$ cat src/rtl/fss_seg_pkg.sv
// Shared types, glyph constants and FSM encoding for the 7-segment display controller.
// Segment bit order is {g,f,e,d,c,b,a}, active-high inside the design.
package fss_seg_pkg;

    typedef logic [6:0] seg_t;

    localparam seg_t SEG_BLANK = 7'h00;
    localparam seg_t SEG_DASH  = 7'h40;

    typedef enum logic [1:0] {
        IDLE,
        HEX,
        CONV,
        UPDATE
    } seg_state_t;

    function automatic seg_t hex_to_seg(input logic [3:0] nib);
        seg_t seg;
        unique case (nib)
            4'h0:    seg = 7'h3F;
            4'h1:    seg = 7'h06;
            4'h2:    seg = 7'h5B;
            4'h3:    seg = 7'h4F;
            4'h4:    seg = 7'h66;
            4'h5:    seg = 7'h6D;
            4'h6:    seg = 7'h7D;
            4'h7:    seg = 7'h07;
            4'h8:    seg = 7'h7F;
            4'h9:    seg = 7'h6F;
            4'hA:    seg = 7'h77;
            4'hB:    seg = 7'h7C;
            4'hC:    seg = 7'h39;
            4'hD:    seg = 7'h5E;
            4'hE:    seg = 7'h79;
            default: seg = 7'h71;
        endcase
        return seg;
    endfunction

endpackage

$ cat src/rtl/fss_bin_to_bcd.sv
// Iterative double-dabble: one input bit per cycle for P_DATA_WIDTH cycles after start.
// overflow latches any 1 bit shifted out of the top BCD nibble.
module fss_bin_to_bcd
    import fss_seg_pkg::*;
#(
    parameter int P_DATA_WIDTH = 16,
    parameter int P_NUM_DIGITS = 4
) (
    input  logic                      clk,
    input  logic                      rst_n,
    input  logic                      start,
    input  logic [P_DATA_WIDTH-1:0]   din,
    output logic                      done,
    output logic [4*P_NUM_DIGITS-1:0] bcd,
    output logic                      overflow
);

    localparam int BW = 4 * P_NUM_DIGITS;
    localparam int CW = $clog2(P_DATA_WIDTH);
    localparam logic [CW-1:0] LAST = CW'(P_DATA_WIDTH - 1);

    logic [P_DATA_WIDTH-1:0] bin_q, bin_d;
    logic [BW-1:0]           bcd_q, bcd_d;
    logic [BW-1:0]           adj;
    logic [CW-1:0]           cnt_q, cnt_d;
    logic                    busy_q, busy_d;
    logic                    done_q, done_d;
    logic                    ovf_q, ovf_d;

    always_comb begin
        adj = bcd_q;
        for (int unsigned i = 0; i < P_NUM_DIGITS; i++) begin
            if (adj[4*i +: 4] >= 4'd5) begin
                adj[4*i +: 4] = adj[4*i +: 4] + 4'd3;
            end
        end
    end

    always_comb begin
        bin_d  = bin_q;
        bcd_d  = bcd_q;
        cnt_d  = cnt_q;
        busy_d = busy_q;
        ovf_d  = ovf_q;
        done_d = 1'b0;
        if (start) begin
            bin_d  = din;
            bcd_d  = '0;
            cnt_d  = '0;
            busy_d = 1'b1;
            ovf_d  = 1'b0;
        end else if (busy_q) begin
            // Adjusted top bit leaving the register means the value needs another digit
            bcd_d = {adj[BW-2:0], bin_q[P_DATA_WIDTH-1]};
            bin_d = {bin_q[P_DATA_WIDTH-2:0], 1'b0};
            ovf_d = ovf_q | adj[BW-1];
            cnt_d = cnt_q + 1'b1;
            if (cnt_q == LAST) begin
                busy_d = 1'b0;
                done_d = 1'b1;
            end
        end
    end

    always_ff @(posedge clk or negedge rst_n) begin
        if (!rst_n) begin
            bin_q  <= '0;
            bcd_q  <= '0;
            cnt_q  <= '0;
            busy_q <= 1'b0;
            done_q <= 1'b0;
            ovf_q  <= 1'b0;
        end else begin
            bin_q  <= bin_d;
            bcd_q  <= bcd_d;
            cnt_q  <= cnt_d;
            busy_q <= busy_d;
            done_q <= done_d;
            ovf_q  <= ovf_d;
        end
    end

    assign done     = done_q;
    assign bcd      = bcd_q;
    assign overflow = ovf_q;

endmodule

$ cat src/rtl/fss_seg_display_ctrl.sv
// Valid/ready 7-segment controller: hex or decimal rendering, leading-zero blanking, overflow dash.
// Optional FSS_SEG_DISPLAY_NEG_EN: decimal input is two's complement and gets a minus sign.
module fss_seg_display_ctrl
    import fss_seg_pkg::*;
#(
    parameter int P_NUM_DIGITS = 4,
    parameter int P_DATA_WIDTH = 16,
    parameter int P_ACTIVE_LOW = 1
) (
    input  logic                         I_CLK,
    input  logic                         I_NRESET,
    input  logic                         I_VALID,
    output logic                         O_READY,
    input  logic [P_DATA_WIDTH-1:0]      I_DATA,
    input  logic                         I_MODE,
    input  logic                         I_BLANK_LEADING,
    output logic [P_NUM_DIGITS-1:0][6:0] O_7_SEGMENT_DISPLAY,
    output logic                         O_OVERFLOW
);

    localparam int ND = P_NUM_DIGITS;
    localparam int W  = P_DATA_WIDTH;
    localparam int BW = 4 * ND;
    localparam int XW = (W > BW) ? W : BW;

    seg_state_t state_q, state_d;

    logic [W-1:0]         data_q, data_d;
    logic                 blank_q, blank_d;
    logic [BW-1:0]        res_q, res_d;
    logic                 res_ovf_q, res_ovf_d;
    logic [ND-1:0][6:0]   seg_q, seg_d;
    logic                 ovf_q, ovf_d;

    logic                 take, conv_start, load_hex, load_conv, do_update;
    logic [W-1:0]         conv_din;
    logic                 conv_done, conv_ovf;
    logic [BW-1:0]        conv_bcd;
    logic [XW-1:0]        data_x;
    logic                 hex_ovf;
    logic                 neg_ovf;
    int unsigned          msd;
    logic [ND-1:0][6:0]   disp;

`ifdef FSS_SEG_DISPLAY_NEG_EN
    logic neg_q, neg_d;

    assign conv_din = I_DATA[W-1] ? (-I_DATA) : I_DATA;
    // Signed results lose the top digit to the minus sign
    assign neg_ovf  = neg_q && (conv_bcd[BW-1 -: 4] != 4'h0);
`else
    assign conv_din = I_DATA;
    assign neg_ovf  = 1'b0;
`endif

    fss_bin_to_bcd #(
        .P_DATA_WIDTH (W),
        .P_NUM_DIGITS (ND)
    ) u_bin_to_bcd (
        .clk      (I_CLK),
        .rst_n    (I_NRESET),
        .start    (conv_start),
        .din      (conv_din),
        .done     (conv_done),
        .bcd      (conv_bcd),
        .overflow (conv_ovf)
    );

    always_ff @(posedge I_CLK or negedge I_NRESET) begin
        if (!I_NRESET) begin
            state_q <= IDLE;
        end else begin
            state_q <= state_d;
        end
    end

    always_comb begin
        state_d = state_q;
        unique case (state_q)
            IDLE:    if (I_VALID) state_d = I_MODE ? CONV : HEX;
            HEX:     state_d = UPDATE;
            CONV:    if (conv_done) state_d = UPDATE;
            UPDATE:  state_d = IDLE;
            default: state_d = IDLE;
        endcase
    end

    always_comb begin
        O_READY    = (state_q == IDLE);
        take       = I_VALID && (state_q == IDLE);
        conv_start = take && I_MODE;
        load_hex   = (state_q == HEX);
        load_conv  = (state_q == CONV) && conv_done;
        do_update  = (state_q == UPDATE);
    end

    always_comb begin
        data_x  = XW'(data_q);
        hex_ovf = (data_x >> BW) != '0;
    end

    always_comb begin
        data_d    = data_q;
        blank_d   = blank_q;
        res_d     = res_q;
        res_ovf_d = res_ovf_q;
`ifdef FSS_SEG_DISPLAY_NEG_EN
        neg_d     = neg_q;
`endif
        if (take) begin
            data_d  = I_DATA;
            blank_d = I_BLANK_LEADING;
`ifdef FSS_SEG_DISPLAY_NEG_EN
            neg_d   = I_MODE && I_DATA[W-1];
`endif
        end
        if (load_hex) begin
            res_d     = BW'(data_x);
            res_ovf_d = hex_ovf;
        end else if (load_conv) begin
            res_d     = conv_bcd;
            res_ovf_d = conv_ovf || neg_ovf;
        end
    end

    // Digit images are built from the result register and only committed in UPDATE
    always_comb begin
        msd = 0;
        for (int unsigned i = 0; i < ND; i++) begin
            if (res_q[4*i +: 4] != 4'h0) msd = i;
        end
        disp = '0;
        for (int unsigned i = 0; i < ND; i++) begin
            if (res_ovf_q) begin
                disp[i] = SEG_DASH;
            end else if (blank_q && (i > msd)) begin
                disp[i] = SEG_BLANK;
            end else begin
                disp[i] = hex_to_seg(res_q[4*i +: 4]);
            end
`ifdef FSS_SEG_DISPLAY_NEG_EN
            if (neg_q && !res_ovf_q && (i == (blank_q ? msd + 1 : ND - 1))) begin
                disp[i] = SEG_DASH;
            end
`endif
        end
        seg_d = do_update ? disp : seg_q;
        ovf_d = do_update ? res_ovf_q : ovf_q;
    end

    always_ff @(posedge I_CLK or negedge I_NRESET) begin
        if (!I_NRESET) begin
            data_q    <= '0;
            blank_q   <= 1'b0;
            res_q     <= '0;
            res_ovf_q <= 1'b0;
            seg_q     <= {ND{SEG_BLANK}};
            ovf_q     <= 1'b0;
`ifdef FSS_SEG_DISPLAY_NEG_EN
            neg_q     <= 1'b0;
`endif
        end else begin
            data_q    <= data_d;
            blank_q   <= blank_d;
            res_q     <= res_d;
            res_ovf_q <= res_ovf_d;
            seg_q     <= seg_d;
            ovf_q     <= ovf_d;
`ifdef FSS_SEG_DISPLAY_NEG_EN
            neg_q     <= neg_d;
`endif
        end
    end

    assign O_7_SEGMENT_DISPLAY = (P_ACTIVE_LOW != 0) ? ~seg_q : seg_q;
    assign O_OVERFLOW          = ovf_q;

endmodule

$ cat config.mk
export PLATFORM = sky130hd
export DESIGN_NAME = fss_seg_display_ctrl
export DESIGN_NICKNAME = d
export VERILOG_FILES = /design/src/rtl/fss_seg_pkg.sv /design/src/rtl/fss_bin_to_bcd.sv /design/src/rtl/fss_seg_display_ctrl.sv
export SDC_FILE = /design/constraint.sdc
export NUM_CORES = 1
export LEC_CHECK = 0
export BUFFER_PORTS_ARGS = -buffer_cell sky130_fd_sc_hd__buf_2
export CAP_MARGIN = 20
export CORE_ASPECT_RATIO = 1.2
export CORE_MARGIN = 1.5
export CORE_UTILIZATION = 60
export DETAILED_ROUTE_END_ITERATION = 8
export MAX_ROUTING_LAYER = met4
export PLACE_DENSITY = 0.81
export SLEW_MARGIN = 20
export SYNTH_ARGS = -nofsm -noshare
export SYNTH_HDL_FRONTEND = slang
export SYNTH_SLANG_ARGS = --single-unit
$ cat constraint.sdc
create_clock -name I_CLK -period 2.6 [get_ports I_CLK]
set_input_delay 0.26 -clock I_CLK [delete_from_list [all_inputs] [get_ports I_CLK]]
set_output_delay 0.26 -clock I_CLK [all_outputs]
set_load 0.03 [all_outputs]
# [Yosys cells after proc, flatten, opt, wreduce, memory -nomap -nowiden]
# Memory sizes are Yosys's and may differ from the RTL's.
# Cells that the tools add are included.
# Widths: inputs -> output; s select.
[classes] add_sub_neg=5 n_lt_le_gt_ge=8 n_eq_ne=6 muxes=37 n_bitwise=2 reduce_logical=14
[op_table] operator="$mux 16" count=6
[op_table] operator="$mux 7" count=8
[op_table] operator="$not 28->28" count=1
[op_table] operator="$mux 4" count=6
[op_table] operator="$add 4x2->4 const B" count=4
[op_table] operator="$ge 4x3->1 const B" count=4
[op_table] operator="$reduce_bool 4->1" count=3
[op_table] operator="$mux 1" count=11
[op_table] operator="$mux 2" count=5
[op_table] operator="$pmux 2 s4" count=1
[op_table] operator="$logic_and 1x1->1" count=7
[op_table] operator="$add 4x1->4 const B" count=1
[op_table] operator="$eq 2x2->1 const B" count=2
[op_table] operator="$eq 4x4->1 const B" count=1
[op_table] operator="$gt 1x2->1 const A" count=2
[op_table] operator="$gt 2x2->1 const A" count=2
[op_table] operator="$reduce_bool 2->1" count=2
[op_table] operator="$eq 2x1->1 const B" count=1
[op_table] operator="$logic_not 2->1" count=1
[op_table] operator="$ne 2x1->1 const B" count=1
[op_table] operator="$ne 2x2->1 const B" count=1
[op_table] operator="$reduce_and 2->1" count=1
[op_table] operator="$or 1x1->1" count=1
[word_totals] reg_bits=104 romBits=448 input_bits=21 output_inout_bits=30 elab_cells=92 n_memories=4
[mem_list] name="(no name shown)" words=16 word_bits=7 read_ports=1 rd_clocked_by_memory_dff=0 write_ports=0 line="fss_seg_pkg.sv:19" text="unique case (nib)"
[mem_list] name="(no name shown)" words=16 word_bits=7 read_ports=1 rd_clocked_by_memory_dff=0 write_ports=0 line="fss_seg_pkg.sv:19"
[mem_list] name="(no name shown)" words=16 word_bits=7 read_ports=1 rd_clocked_by_memory_dff=0 write_ports=0 line="fss_seg_pkg.sv:19"
[mem_list] name="(no name shown)" words=16 word_bits=7 read_ports=1 rd_clocked_by_memory_dff=0 write_ports=0 line="fss_seg_pkg.sv:19"

# [Logic depth before layout (Yosys ltp)]
# Gate-level depths: netlist of run 1.
[depth] depth_word=8 depth_mapped=7 mapped_depth_nobuf=6

# [Modules after synthesis]
# Synthesis of run 1 repeated with hierarchy kept, for this count alone.
[unflattened] hier_cells=573 hier_area_um2=5751.8
[by_module_without_submodules] module="fss_seg_display_ctrl" instances=1 cells_each=364 area_per_inst_um2=3684.8 seq_area_each_um2=1626.6
[by_module_without_submodules] module="fss_bin_to_bcd" instances=1 cells_each=209 area_per_inst_um2=2067.0 seq_area_each_um2=975.9

# [Worst setup path after synthesis of run 1]
# Ideal clock, no wire load.
[synth_timing] kind="register -> register" start="register state_q[0]" end="register u_bin_to_bcd.bin_q[15]" setup_ns=0.136 arrival_ns=1.729 t_required_ns=2.464 slack_ns=0.734 path_stages_with_launch=7 path_buffers=2 period_less_slack_ns=1.866 cell_sequence="dfrtp_1 > inv_1 > ha_1 > and3_1 > clkbuf_1 > clkbuf_1 > o21ai_0"
[synth_between] elab_chain_len=4 elab_cells_between_ends=5 classes_between="mux (1); reduce/logical (4)"
[synth_lines] element="start, declared" line="fss_seg_display_ctrl.sv:26" text="seg_state_t state_q, state_d;"
[synth_lines] element="start signal, assigned" line="fss_seg_display_ctrl.sv:73" text="state_q <= state_d;"
[synth_lines] element="$logic_not 2->1 *"
[synth_lines] element="net O_READY" line="fss_seg_display_ctrl.sv:13" text="output logic O_READY,"
[synth_lines] element="$logic_and 1x1->1 *" line="fss_seg_display_ctrl.sv:90" text="take = I_VALID && (state_q == IDLE);"
[synth_lines] element="$logic_and 1x1->1 *" line="fss_seg_display_ctrl.sv:91" text="conv_start = take && I_MODE;"
[synth_lines] element="$mux 16 / $reduce_bool 2->1 (equally long branches)"
[synth_lines] element="end signal, assigned" line="fss_bin_to_bcd.sv:74" text="bin_q <= bin_d;"
[synth_lines] element="end, declared" line="fss_bin_to_bcd.sv:22" text="logic [P_DATA_WIDTH-1:0] bin_q, bin_d;"
# The timed path passes the listed nets; every way through them passes the cells marked *.
# A chain may end at the register's enable or synchronous reset.

# [Final worst setup path of run 1]
[layout_timing] start="register res_q[13]" end="register seg_q[24] (netlist name)"
[layout_between] elab_chain_len=6 elab_cells_between_ends=7 classes_between="order compare (1); mux (3); reduce/logical (2); memory (1)"
[layout_lines] element="start, declared" line="fss_seg_display_ctrl.sv:30" text="logic [BW-1:0] res_q, res_d;"
[layout_lines] element="start signal, assigned" line="fss_seg_display_ctrl.sv:165" text="res_q <= res_d;"
[layout_lines] element="$reduce_bool 4->1" line="fss_seg_display_ctrl.sv:130" text="if (res_q[4*i +: 4] != 4'h0) msd = i;"
[layout_lines] element="$mux 2" line="fss_seg_display_ctrl.sv:130"
[layout_lines] element="$gt 2x2->1" line="fss_seg_display_ctrl.sv:136" text="end else if (blank_q && (i > msd)) begin"
[layout_lines] element="$logic_and 1x1->1" line="fss_seg_display_ctrl.sv:136"
[layout_lines] element="$mux 7 *" line="fss_seg_display_ctrl.sv:136"
[layout_lines] element="$mux 7 *" line="fss_seg_display_ctrl.sv:134" text="if (res_ovf_q) begin"
[layout_lines] element="end signal, assigned" line="fss_seg_display_ctrl.sv:157" text="seg_q <= {ND{SEG_BLANK}};"
[layout_lines] element="end signal, assigned" line="fss_seg_display_ctrl.sv:167" text="seg_q <= seg_d;"
[layout_lines] element="end, declared" line="fss_seg_display_ctrl.sv:32" text="logic [ND-1:0][6:0] seg_q, seg_d;"
# Mark *: on every way between the ends. The rest lies on a longest branch, timed or not.

==> results by stage, run 1 <==
Status:
- The run finished with clean final reports.

Clocking:
- The clock-pin transition on the worst setup and hold timing paths is 0.09 ns.
- Counting every sink on the clock net gives about 100.
- The maximum count of clock buffers along a single path is 2.
- The later pin in the worst-skew pair is clocked with a latency of approximately 0.37 ns.
- In this run the number of H-tree levels came out at 3.
- The number of buffers added for setup after CTS is 0.
- The number of gates resized after cts is 0.
- The library cell used as clock root buffer is sky130_fd_sc_hd__clkbuf_8.
- TritonCTS created 9 clock buffers.
- TritonCTS built the clock tree.

Power:
- For this design the total switching power over the nets is between 0.003 and 0.004 W.
- The largest voltage drop on the vdd net is between 0.0006 and 0.0007 V.
- Cell internal power was estimated by the tool at ~0.0046 W.
- For this design the ratio of total power to cell area is 1290 nW/um^2.
- Per report_power, the sequential group accounts for around 38% of the total.
- The combinational share of power is 49.8%.
- The power share of the clock group is around an eighth.
- The standby leakage power is between 2 and 3 nW.
- Of the total power, the share spent switching nets is between 40% and 50%.

Global routing:
- The via count of the first global-routing pass is roughly 3900.
- The largest net degree at the start of global routing is just under 50.
- Summed over all layers, the global routing overflow is 0.
- The number of antenna violations at the first check in global routing came to 0.
- The first-pass GRT wire length is 18200 um.
- The overall global routing resource usage is between 20% and 30%.

Detailed routing:
- The sum of routed wire length over all layers is about 11000 um.
- The count of nets left with antenna violations once routing finished came out at 0.
- The routed wirelength normalized by instance count is 14.4 um.
- The number of vias per cell after detailed routing is between 5 and 6.
- The detailed-route via count is about 4200.
- For this run, the detailed router's first-pass iteration total came to 5.
- The number of design-rule violations left by the first detailed-router iteration is 217.
- The number of remaining DRC errors is 0.

STA:
- The max-slew violation total from the final report was 0.
- Across the routed clock network, the largest skew measured is around 0.016 ns.
- The count of endpoints failing hold in the final timing report came to 0.
- For the finished layout, the period the worst path requires is roughly 2 ns.
- The slew at the pin with the worst max-slew slack is 0.821 ns.
- Setup slack closes at ~0.61 ns.
- Summed over all failing endpoints, the final setup total negative slack is 0 ns.
- The count of final setup violators is 0.
- The portion of the clock cycle consumed by the worst path in the final layout is about 77%.
- The highest clock rate is about 500 MHz.
- The worst pin sits at a relative slew slack of about 45%.
- Setup repair after global routing left no endpoint under its margin.

Setup path:
- In this run the number of cells on the critical path is 6.
- The worst setup path is captured at a register.
- The maximum fanout along the worst path is 7.
- The required time of the critical path is between 2 and 3 ns.
- The depth of the worst register-to-register path is 6.
- The kind of critical path is register to register.
- STA puts the critical path data arrival time at around 2.3 ns.
- Counting both buffers and inverters, the worst setup path holds a total of 2.
- The startpoint type of the worst setup path is a register.
- In this design, the stage delay of the slowest critical-path cell is around 0.47 ns.
- The most used cell along the critical path is sky130_fd_sc_hd__inv_1.
- The slowest stage of the critical path is the sky130_fd_sc_hd__dfrtp_1 cell.
- The signal on the critical path passes through inv_1, ha_1, inv_1, mux4_2, or4b_1, o21ai_0.
- The critical path's top delay family is flip-flops.

Place:
- The number of instances in the placed design is 726.
- The post-placement setup slack is around 0.6 ns.
- The half-perimeter wire length after placement is a little under 8000 um.
- The placer's final routability congestion estimate is 0.891.
- Input and output buffers added on the ports amount to 50.

Yosys:
- After synthesis, the cell types taking the most area are sky130_fd_sc_hd__dfrtp_1 (46%), sky130_fd_sc_hd__ha_1 (8.4%), sky130_fd_sc_hd__mux2i_1 (7.4%).
- The count of flip-flops with a built-in enable after synthesis is 0.
- For this run, the number of Yosys warnings is 0.
- sky130_fd_sc_hd__dfrtp_1 is the most common cell in the netlist.
- The share of synthesized registers carrying an async set or reset is between 90% and 100%.
- Synthesis handed over a netlist of between 500 and 600 instances.
- The flop and latch count out of synthesis is 104.
- By count the netlist is led by sky130_fd_sc_hd__dfrtp_1 (104), sky130_fd_sc_hd__o21ai_0 (67), sky130_fd_sc_hd__nand2_1 (61), sky130_fd_sc_hd__inv_1 (55), sky130_fd_sc_hd__mux2i_1 (42).
- The share of synthesized area in the top cell type comes to 45.8%.
- The average instance area after synthesis is about 9.8 um^2.
- In this run, distinct cell masters in the synthesized netlist total 44.
- After synthesis the cells add up to roughly 5700 um^2.
- The most area-hungry cell type in the Yosys netlist is sky130_fd_sc_hd__dfrtp_1.
- The post-synth net total is ~640.
- Among all flip-flop cells after synthesis, the most frequent one is sky130_fd_sc_hd__dfrtp_1.
- Of the synthesized area, sequential elements account for 45.8%.

Layout:
- The post-synthesis to final-layout area growth is 9.74%.
- The number of antenna diodes is 0.
- The number of non-filler instances in the completed layout is between 700 and 800.
- In the final layout, the share of cells above drive strength 1 is 16.1%.
- The final net count is about 680.

Die:
- The die outline height is around 110 um.
- The die boundary width is roughly 92 um.
- The core region is around 9100 um^2.
- The floorplan has 38 rows.
- The initial standard-cell utilization of the core is around 62%.
- Pin placement for this block handled 51 I/O pins.
- The floorplan step defined a die boundary enclosing a little over 10000 um^2.

Job:
- Max-cap violations in this run came to 0.

Hold path:
- The min-delay analysis places its worst path in the category primary input to register.
- Along the worst hold path, the cell count comes to 3.
[layout make-up]
type / count / area [um^2]
multi-input combinational: 388 / 2740
tap: 120 / 150
timing repair buffer: 60 / 343
fill: 734 / 2900
inverter: 55 / 206
clock inverter: 3 / 42.5
sequential: 104 / 2600
clock buffer: 12 / 145
[stage by stage]
step / hold slack, ns / util, % / total power, W / area (um^2)
2_1_floorplan: -0.0356 / - / 0.00610 / 5680
3_3_place_gp: 0.303 / 66.1 / 0.00686 / 6030
3_5_place_dp: 0.311 / 66.1 / 0.00709 / 6030
4_1_cts: 0.0877 / 68.2 / 0.00810 / 6230
5_1_grt: 0.122 / 68.2 / 0.00871 / 6230
6_report: 0.0978 / 68.2 / 0.00806 / 6230
[metal layers]
metal	share of wire, %	GRT usage, %	up-vias
met3	2.9	2.21	16
met5	0	-	-
met4	2.1	10.1	0
li1	-	-	2075
met2	50	40.0	87
met1	45	28.4	1994
[registers in the layout, indices dropped and copies added, names as in the netlist]
name                   cells
seg_q                     28
data_q                    16
res_q                     16
u_bin_to_bcd.bcd          16
u_bin_to_bcd.bin_q        16
u_bin_to_bcd.cnt_q         4
state_q                    2
O_OVERFLOW                 1
blank_q                    1
res_ovf_q                  1
u_bin_to_bcd.busy_q        1
u_bin_to_bcd.done          1
u_bin_to_bcd.overflow      1
[logic make-up after synthesis]
logic type,Yosys count,synth area share (%)
compound gates,141,14.3
simple gates,132,11.0
flops,104,45.8
buf+inv,86,5.95
mux,67,13.0
fa+ha+maj,38,8.38
xor+xnor,10,1.54
[worst reg2reg max path, delay by kind of cell (launching register included)]
| kind | cells | cell delay [ns] |
|---|---|---|
| DFF | 1 | 0.47 |
| and+or+nand+nor | 1 | 0.46 |
| muxes | 1 | 0.44 |
| adders and majority gates | 1 | 0.31 |
| buffers and inverters | 2 | 0.17 |
| AOI/OAI and AO/OA | 1 | 0.08 |
[power groups by stage]
stage	sequential, W	clock (W)	combinational, W
floorplan	0.00275	0	0.00334
global placement	0.00304	0	0.00382
detailed placement	0.00309	0	0.00400
CTS	0.00305	0.00101	0.00404
global route	0.00317	0.00107	0.00448
finish	0.00305	0.000990	0.00401
[placed cells by master (no fill, tap or decap), drive strengths merged, types with 3 or more instances in the layout]
master / n
o22ai: 16
xor2: 5
nand2: 61
o21a: 3
o2111ai: 4
xnor2: 5
nor2: 22
inv: 55
buf: 59
nand2b: 10
or3: 5
nand3b: 4
mux4: 3
nand3: 12
dfrtp: 104
nor3b: 5
nor2b: 6
a21oi: 27
a31oi: 7
mux2: 22
clkbuf: 12
mux2i: 42
ha: 38
o211ai: 4
o21ai: 67
[path summary, 6_finish.rpt]
kind / slack (ns) / end / startpoint
worst min-delay path: 0.1 / u_bin_to_bcd.bin_q[0] / I_DATA[0]
worst max-delay path: 0.61 / seg_q[24] / res_q[13]
max in group asynchronous: 1.37 / u_bin_to_bcd.cnt_q[0] / I_NRESET
worst max register to register: 0.61 / seg_q[24] / res_q[13]
min in group asynchronous: 0.44 / seg_q[21] / I_NRESET
worst min register to register: 0.51 / u_bin_to_bcd.overflow / u_bin_to_bcd.overflow
[repair_timing]
| action | 4_1_cts | 5_1_grt |
|---|---|---|
| hold endpoints to repair | 45 | 0 |
| setup endpoints to repair | 0 | 0 |
| hold buffers | 1 | 0 |
(Power assumes the default switching activity.)
==> run 2, diff against run 1 <==
Clock period 2.6 ns to 2.1 ns, I/O delays scaled along.
==> results by stage, run 2 (synthesis gave the netlist of run 1 again) <==
Detailed routing:
- The total met3 wirelength after detailed routing is 334 um.
- The wire length on met2 is approximately 5600 um.
- In this run the remaining antenna-violating nets after routing total 0.
- The routed length on met1 is 5050 um.
- The final route contains between 4000 and 5000 vias.
- The highest routing layer actually used is met4.
- The number of design-rule violations left by the first detailed-router iteration is just over 200.
- The final layout contains routed wiring with a total length of ~11000 um.
- The first detailed-routing pass ran for 4 iterations.
- The number of vias per cell after detailed routing is ~5.6.
- After detailed routing, the average wire length per cell comes to 15.0 um.
- The number of remaining DRC errors is 0.

Place:
- The instance area after placement is 6070 um^2.
- The placer's final routability congestion estimate is 0.914.
- The wire-length estimate of the detail-placed layout is about 8100 um.
- In this run the tool buffered the top-level ports with 50 buffer cells.

Hold path:
- The worst hold path class is primary input to register.
- The worst hold path passes through 3 cells.
- The path with the worst hold slack has its endpoint at u_bin_to_bcd.bin_q[0].
- The worst hold path begins at I_DATA[0].

Clocking:
- The maximum level of the CTS H-tree is 3.
- The maximum count of clock buffers along a single path is 2.
- The CTS tree is done.
- Counting every sink on the clock net gives roughly 100.
- The clock insertion delay at the later pin of the skew report is between 0.3 and 0.4 ns.
- The library cell used as clock root buffer is sky130_fd_sc_hd__clkbuf_8.
- The number of buffers added by the clock tree synthesis step is 9.
- Clock-pin slew was measured on the worst setup and hold paths at roughly 0.090 ns.

Die:
- The die outline height is around 110 um.
- The boundary pin count is 51.
- From left edge to right edge, the die measures roughly 90 um.
- The initial standard-cell utilization of the core is between 60% and 70%.
- The floorplan step defined a die boundary enclosing 10100 um^2.
- The standard-cell row count is 38.
- After floorplanning, the core was sized to cover around 9100 um^2.

Setup path:
- For flop-to-flop paths, the worst setup slack is about 0.12 ns.
- The critical path's top delay family is multiplexers.
- The reg-to-reg critical path endpoint is seg_q[3].
- STA classifies the critical path startpoint as a register.
- The delay of the slowest cell on the worst path is ~0.45 ns.
- The most used cell along the critical path is sky130_fd_sc_hd__inv_1.
- The required time of the critical path is roughly 2.4 ns.
- On the critical path, the stage with the largest delay is an instance of sky130_fd_sc_hd__mux4_2.
- The arrival time reported for the critical path endpoint is about 2.3 ns.
- The type of destination of the critical path is a register.
- Of all nets on the critical path, the largest fanout is 5.
- The depth of the worst register-to-register path is 6.
- The beginning of the worst register-to-register path is res_q[0].
- The critical path is of the register to register type.
- The critical path buffer and inverter count is 2.
- The signal on the critical path passes through inv_1, ha_1, inv_1, mux4_2, or3b_2, o21ai_0.

Power:
- Registers are responsible for a little under two fifths of the overall power.
- The analysis attributes to net switching a power of ~0.0044 W.
- For this design the ratio of total power to cell area is roughly 1600 nW/um^2.
- In this run, the clock network consumes between 10% and 20% of the power.
- Net switching is about 44% of the power.
- The largest voltage drop on the vdd net is about 0.00075 V.
- Internal power comes to 0.00570 W.
- The combinational share of power is about half.
- In this run the static leakage power is a little under 3 nW.

Layout:
- The finished cells cover roughly 6300 um^2.
- The library cell used most frequently in the layout, excluding fill and tap cells, is sky130_fd_sc_hd__dfrtp_1.
- The library cells used most frequently in the layout, excluding fill and tap cells, are sky130_fd_sc_hd__dfrtp_1 (103), sky130_fd_sc_hd__o21ai_0 (67), sky130_fd_sc_hd__nand2_1 (61), sky130_fd_sc_hd__inv_1 (55), sky130_fd_sc_hd__buf_2 (49).
- The register with the most flip-flops is seg_q.
- The proportion of layout cells with a drive suffix above 1 is 16.6%.
- The post-synthesis to final-layout area growth is 10.7%.
- In the final design database the tool counted 679 nets.
- The number of antenna diodes is 0.
- The flip-flop count of the largest register, all copies and words added is 28.

STA:
- The count of endpoints failing hold in the final timing report is 0.
- Setup repair after global routing left no endpoint under its margin.
- The highest clock rate is between 500 and 600 MHz.
- The max-slew violation total from the final report is 0.
- For the pin with the worst max-slew slack, the measured transition is just under 0.5 ns.
- The worst path in the final design needs a cycle of ~2.0 ns, including I/O delays and setup.
- Headroom to the max-slew limit came out at 67.4%.
- The largest clock skew in the final design is between 0.01 and 0.015 ns.
- The final-layout setup total negative slack is 0 ns.
- The final critical path takes up a little over nine tenths of the cycle.
- Setup violations remaining at the end of the flow were counted as 0.

Global routing:
- The via count of the first global-routing pass was ~4100.
- The global-route congestion overflow total is 0.
- The first-pass GRT wire length is roughly 19000 um.
- The number of antenna violations at the first check in global routing is 0.
- The largest net degree at the start of global routing is 52.
- In the global route stage, overall resource usage came out at ~25%.

Job:
- The number of violations of the max-capacitance limit is 0.

Status:
- The flow ran to the end, and the final reports show no timing, DRC or antenna violations.
==> run 2: changes by cell type in the layout (fill, tap and decap cells not counted), sizes merged <==
| cell | previous run | this run |
|---|---|---|
| clkinvlp | 1 | 0 |
| clkinv | 1 | 2 |
| buf | 59 | 61 |
| clkbuf | 12 | 13 |
==> run 2: layout make-up <==
cell class / instances / area (um^2)
inverter: 55 / 206
sequential: 104 / 2600
clock inverter: 3 / 40.0
timing repair buffer: 62 / 383
fill: 721 / 2850
clock buffer: 13 / 159
tap: 120 / 150
multi-input combinational: 388 / 2740
==> run 2: worst max path at each step <==
stage               start                endpoint  slack, ns  cells after the start
4_1_cts         res_q[13]               seg_q[24]       0.09                      6
6_report         res_q[0]                seg_q[3]       0.12                      6
2_1_floorplan  state_q[0]  u_bin_to_bcd.bin_q[15]       0.23                      6
3_5_place_dp    res_q[13]               seg_q[24]       0.11                      6
5_1_grt          res_q[0]                seg_q[3]      0.004                      6
3_3_place_gp    res_q[13]               seg_q[24]       0.23                      6
==> run 2: layer usage <==
| layer | vias to the layer above | GRT usage [%] |
|---|---|---|
| li1 | 2073 | - |
| met1 | 2003 | 29.5 |
| met2 | 83 | 42.3 |
| met3 | 17 | 4.50 |
| met4 | 0 | 8.90 |
| met5 | - | - |
==> run 2: through the flow <==
step | util [%] | setup slack, ns | power, W | instances | hold WS, ns
6_report | 68.8 | 0.116 | 0.0101 | 745 | 0.0470
5_1_grt | 68.8 | 0.00446 | 0.0110 | 745 | 0.0479
4_1_cts | 68.8 | 0.0870 | 0.0102 | 745 | 0.0322
3_5_place_dp | 66.5 | 0.115 | 0.00887 | 728 | 0.172
3_3_place_gp | 66.5 | 0.226 | 0.00854 | 728 | 0.166
2_1_floorplan | - | 0.234 | 0.00755 | 578 | -0.0856
==> run 2: worst register-to-register path, stage by stage, from the launching register on <==
cell                      delay, ns
sky130_fd_sc_hd__dfrtp_1       0.43
sky130_fd_sc_hd__inv_1         0.13
sky130_fd_sc_hd__ha_1          0.33
sky130_fd_sc_hd__inv_1         0.05
sky130_fd_sc_hd__mux4_2        0.45
sky130_fd_sc_hd__or3b_2        0.44
sky130_fd_sc_hd__o21ai_0       0.08
==> run 2: power by group through the flow <==
stage | clock [W] | combinational, W | sequential, W
final | 0.00126 | 0.00514 | 0.00372
after global routing | 0.00139 | 0.00575 | 0.00384
after CTS | 0.00129 | 0.00517 | 0.00371
after detailed placement | 0 | 0.00512 | 0.00375
after global placement | 0 | 0.00485 | 0.00368
after floorplan | 0 | 0.00414 | 0.00341
==> run 2: repair_timing <==
action                     in CTS  in global routing
hold buffers                    1                  0
gates resized for setup         0                  1
setup endpoints to repair       0                  1
buffers inserted                0                  0
hold endpoints to repair       28                  0
==> run 3, diff against run 2 <==
Settings changed: ABC_AREA set to 1.
==> results by stage, run 3 <==
Clocking:
- TritonCTS built the clock tree.
- Clock-pin slew was measured on the worst setup and hold paths at 0.10 ns.
- The number of sinks driven by the clock tree is ~100.
- The library cell used as clock root buffer is sky130_fd_sc_hd__clkbuf_8.
- In this run the number of H-tree levels came out at 3.
- Buffers inserted during clock tree synthesis total 9.
- The clock insertion delay at the later pin of the skew report is 0.37 ns.
- The maximum count of clock buffers along a single path is 2.

Yosys:
- The sequential cell area fraction in the yosys report is between 40 and 50%.
- By area the synthesized netlist is led by sky130_fd_sc_hd__dfrtp_1 (46%), sky130_fd_sc_hd__nand2_1 (12%), sky130_fd_sc_hd__ha_1 (8.3%).
- The count of flip-flops with a built-in enable after synthesis is 0.
- The biggest area contributor in the post-synthesis netlist is sky130_fd_sc_hd__dfrtp_1.
- After synthesis the cells add up to roughly 5700 um^2.
- Among all flip-flop cells after synthesis, the most frequent one is sky130_fd_sc_hd__dfrtp_1.
- Counting every instance in the synthesized netlist gives ~700.
- The yosys synthesis warning count is 0.
- The number of distinct standard cells referenced by the synthesized netlist is 33.
- Of all flip-flops after synthesis, the portion carrying an async set or reset was 100%.
- sky130_fd_sc_hd__nand2_1 is the most common cell in the netlist.
- Ranked by instance count, the synthesized netlist is headed by sky130_fd_sc_hd__nand2_1 (176), sky130_fd_sc_hd__dfrtp_1 (104), sky130_fd_sc_hd__inv_1 (101), sky130_fd_sc_hd__o21ai_0 (82), sky130_fd_sc_hd__nand3_1 (50).
- The post-synth net total is roughly 760.
- The flop and latch count out of synthesis is between 100 and 150.
- The fraction of post-synthesis cell area in the top cell type by area is 45.7%.
- A synthesized cell averages slightly above 8 um^2.

STA:
- The remaining max-slew budget at the tightest pin is 57.3%.
- Based on the critical path, the design can be clocked at up to roughly 520 MHz.
- The largest clock skew in the final design is 0.0123 ns.
- The max-slew violation total from the final report is 0.
- The worst path uses 91.7% of the clock period.
- The routed design could run at a clock period as short as 1.93 ns.
- The count of endpoints failing hold in the final timing report is 0.
- The slew at the pin with the worst max-slew slack is about 0.64 ns.
- Setup repair after global routing left no endpoint under its margin.
- The minimum setup slack in the final design is around 0.17 ns.
- The count of final setup violators is 0.
- The final-layout setup total negative slack is 0 ns.

Place:
- Buffers placed on the I/O ports in this run total 50.
- Prior to clock tree synthesis, the placed netlist has a worst setup slack of between 0.2 and 0.3 ns.
- The half-perimeter wire length after placement is 8890 um.
- The congestion estimate from routability-driven global placement came to ~0.9.
- Once placement completed, the tool counted placed cells totaling between 800 and 900.

Setup path:
- The required time of the critical path is 2.40 ns.
- Tracing the worst setup path back leads to its startpoint at state_q[0].
- The type of destination of the critical path is a register.
- The minimum setup slack among reg-to-reg paths is 0.17 ns.
- The maximum fanout along the worst path is 30.
- On the worst path, the slowest cell contributes a delay of about 0.40 ns.
- The depth of the worst register-to-register path is 7.
- The critical path endpoint is u_bin_to_bcd.bcd[12].
- The logic depth of the worst setup path including buffers is 7.
- Walking the worst path, the cells encountered are inv_1, ha_1, nand3_4, nand2_4, inv_2, o21ai_0, o22ai_1.
- At the worst endpoint, the arrival time is roughly 2.2 ns.
- The critical path buffer and inverter count is 2.
- The worst setup path is of the register to register kind.
- The endpoint identified for the worst register-to-register timing path is u_bin_to_bcd.bcd[12].
- The startpoint type of the worst setup path is a register.
- For this design, the slowest cell found on the critical path is sky130_fd_sc_hd__dfrtp_1.
- The worst register-to-register path begins at state_q[0].
- The critical path's top delay family is buffers and inverters.

Power:
- The standby leakage power is about 3.2 nW.
- Dividing total power by cell area gives a power density of 1660 nW/um^2.
- Per report_power, the clock group accounts for between 10% and 20% of the total.
- The internal power component is between 0.005 and 0.006 W.
- IR analysis of the VDD net gives a maximum drop of 0.000988 V.
- The combinational share of power is a little over 50%.
- The share of total power dissipated in sequential elements is 36.2%.
- The reported net switching power is roughly 0.005 W.
- Of the total power, the share spent switching nets is 48.3%.

Detailed routing:
- The detailed router finished its first iteration with ~330 violations.
- The remaining antenna violation count is 0.
- After detailed routing, the total wire length is between 10000 and 15000 um.
- The final route contains about 4700 vias.
- The routed wirelength normalized by instance count is about 14 um.
- The number of remaining DRC errors is 0.
- For this run, the detailed router's first-pass iteration total came to 5.
- The number of vias per cell after detailed routing is around 5.4.

Global routing:
- The number of antenna violations at the first check in global routing came to 0.
- Global routing consumed, on the met2 layer, 44.5% of the routing resources.
- The overall global routing resource usage is 26.2%.
- The routing usage on met3 is under 10%.
- In the global route stage, met1 resource usage came out at roughly 30%.
- The most congested layer reported by global routing is met2.
- Entering global routing, the biggest net connects between 50 and 60 pins.
- The first global-routing pass estimated 20300 um of wire.
- The via count of the first global-routing pass was around 4600.
- The global-route congestion overflow total is 0.

Layout:
- The number of fill cells in the layout is 786.
- The area taken by multi-input logic gates is 2510 um^2.
- The register with the most flip-flops in the layout has 28 of them.
- The number of antenna diodes in the final layout is 0.
- The finished layout holds just under 900 standard cells, fillers aside.
- Registers take between 2000 and 3000 um^2.
- The final net count is approximately 800.
- The register with the most flip-flops in the final layout is seg_q.
- The proportion of layout cells with a drive suffix above 1 is 11.8%.
- The commonest non-fill, non-tap cell in the layout is sky130_fd_sc_hd__nand2_1.
- The top cell types in the final layout, fill and taps aside, are sky130_fd_sc_hd__nand2_1 (176), sky130_fd_sc_hd__dfrtp_1 (104), sky130_fd_sc_hd__inv_1 (101), sky130_fd_sc_hd__o21ai_0 (82), sky130_fd_sc_hd__nand3_1 (50).
- The post-synthesis to final-layout area growth is 9.11%.

Die:
- The floorplan step set the die width to between 90 and 100 um.
- In this run the count of I/O pins placed on the die edge is between 50 and 60.
- The core region is just over 9000 um^2.
- The floorplan has 38 rows.
- The initial standard-cell utilization of the core is roughly 62%.
- The die outline height is between 100 and 150 um.
- The die area is ~10000 um^2.

Status:
- The run finished with clean final reports.

Job:
- Max-cap violations in this run came to 0.

Hold path:
- The tightest min-delay check is of the primary input to register type.
==> run 3: worst min path at each step <==
stage / endpoint / from / depth (start not counted)
final: data_q[4] / I_DATA[4] / 3
after global routing: data_q[4] / I_DATA[4] / 3
after CTS: data_q[4] / I_DATA[4] / 3
after detailed placement: seg_q[23] / I_NRESET / 1
after global placement: O_OVERFLOW / I_NRESET / 1
after floorplan: O_OVERFLOW / I_NRESET / 0
==> run 3: power groups by stage <==
stage	clock network [W]	registers [W]	logic, W
finish	0.00125	0.00373	0.00532
floorplan	0	0.00343	0.00438
detailed placement	0	0.00375	0.00532
global route	0.00134	0.00387	0.00606
CTS	0.00128	0.00372	0.00534
global placement	0	0.00369	0.00509
==> run 3: worst min-delay path, delay by kind of cell <==
| kind | cells | cell delay (ns) |
|---|---|---|
| simple gates | 2 | 0.09 |
| buf+inv | 1 | 0.08 |
==> run 3: layout make-up <==
type                    count  share of cell area, %
flip-flops and latches    104                   41.8
multi-input cells         458                   40.3
inverters                 109                   6.78
repair buffers             58                   5.47
well taps                 120                   2.41
clock buffers              11                   2.27
clock inverters             5                  0.905
==> run 3: cells by family after synthesis <==
group / share of synthesized area (%)
adder cells (fa/ha/maj): 8.34
AND/OR/NAND/NOR: 19.8
buffers and inverters: 10.4
flip-flops: 45.7
XOR/XNOR: 0.461
AO/OA/AOI/OAI: 15.4
==> run 3: what timing repair did <==
item                                   in CTS  in global routing
endpoints found under the hold margin      48                  0
setup buffers                               0                  0
resized for setup                           0                  0
hold buffers                                1                  0
==> run 3: per-layer routing <==
layer / wire length [um] / part of all wire (%) / up-vias
met5: 0 / 0 / -
met4: 370 / 3.1 / 0
met3: 435 / 3.6 / 30
met2: 5910 / 50 / 115
met1: 5210 / 44 / 2172
li1: - / - / 2340
==> run 3: through the flow <==
step	hold slack (ns)	utilization [%]	area, um^2	power [W]
3_5_place_dp	0.280	65.9	6010	0.00907
3_3_place_gp	0.270	65.9	6010	0.00878
6_report	0.0398	68.1	6220	0.0103
4_1_cts	0.0347	68.1	6220	0.0103
2_1_floorplan	-0.0856	-	5700	0.00782
5_1_grt	0.0508	68.1	6220	0.0113
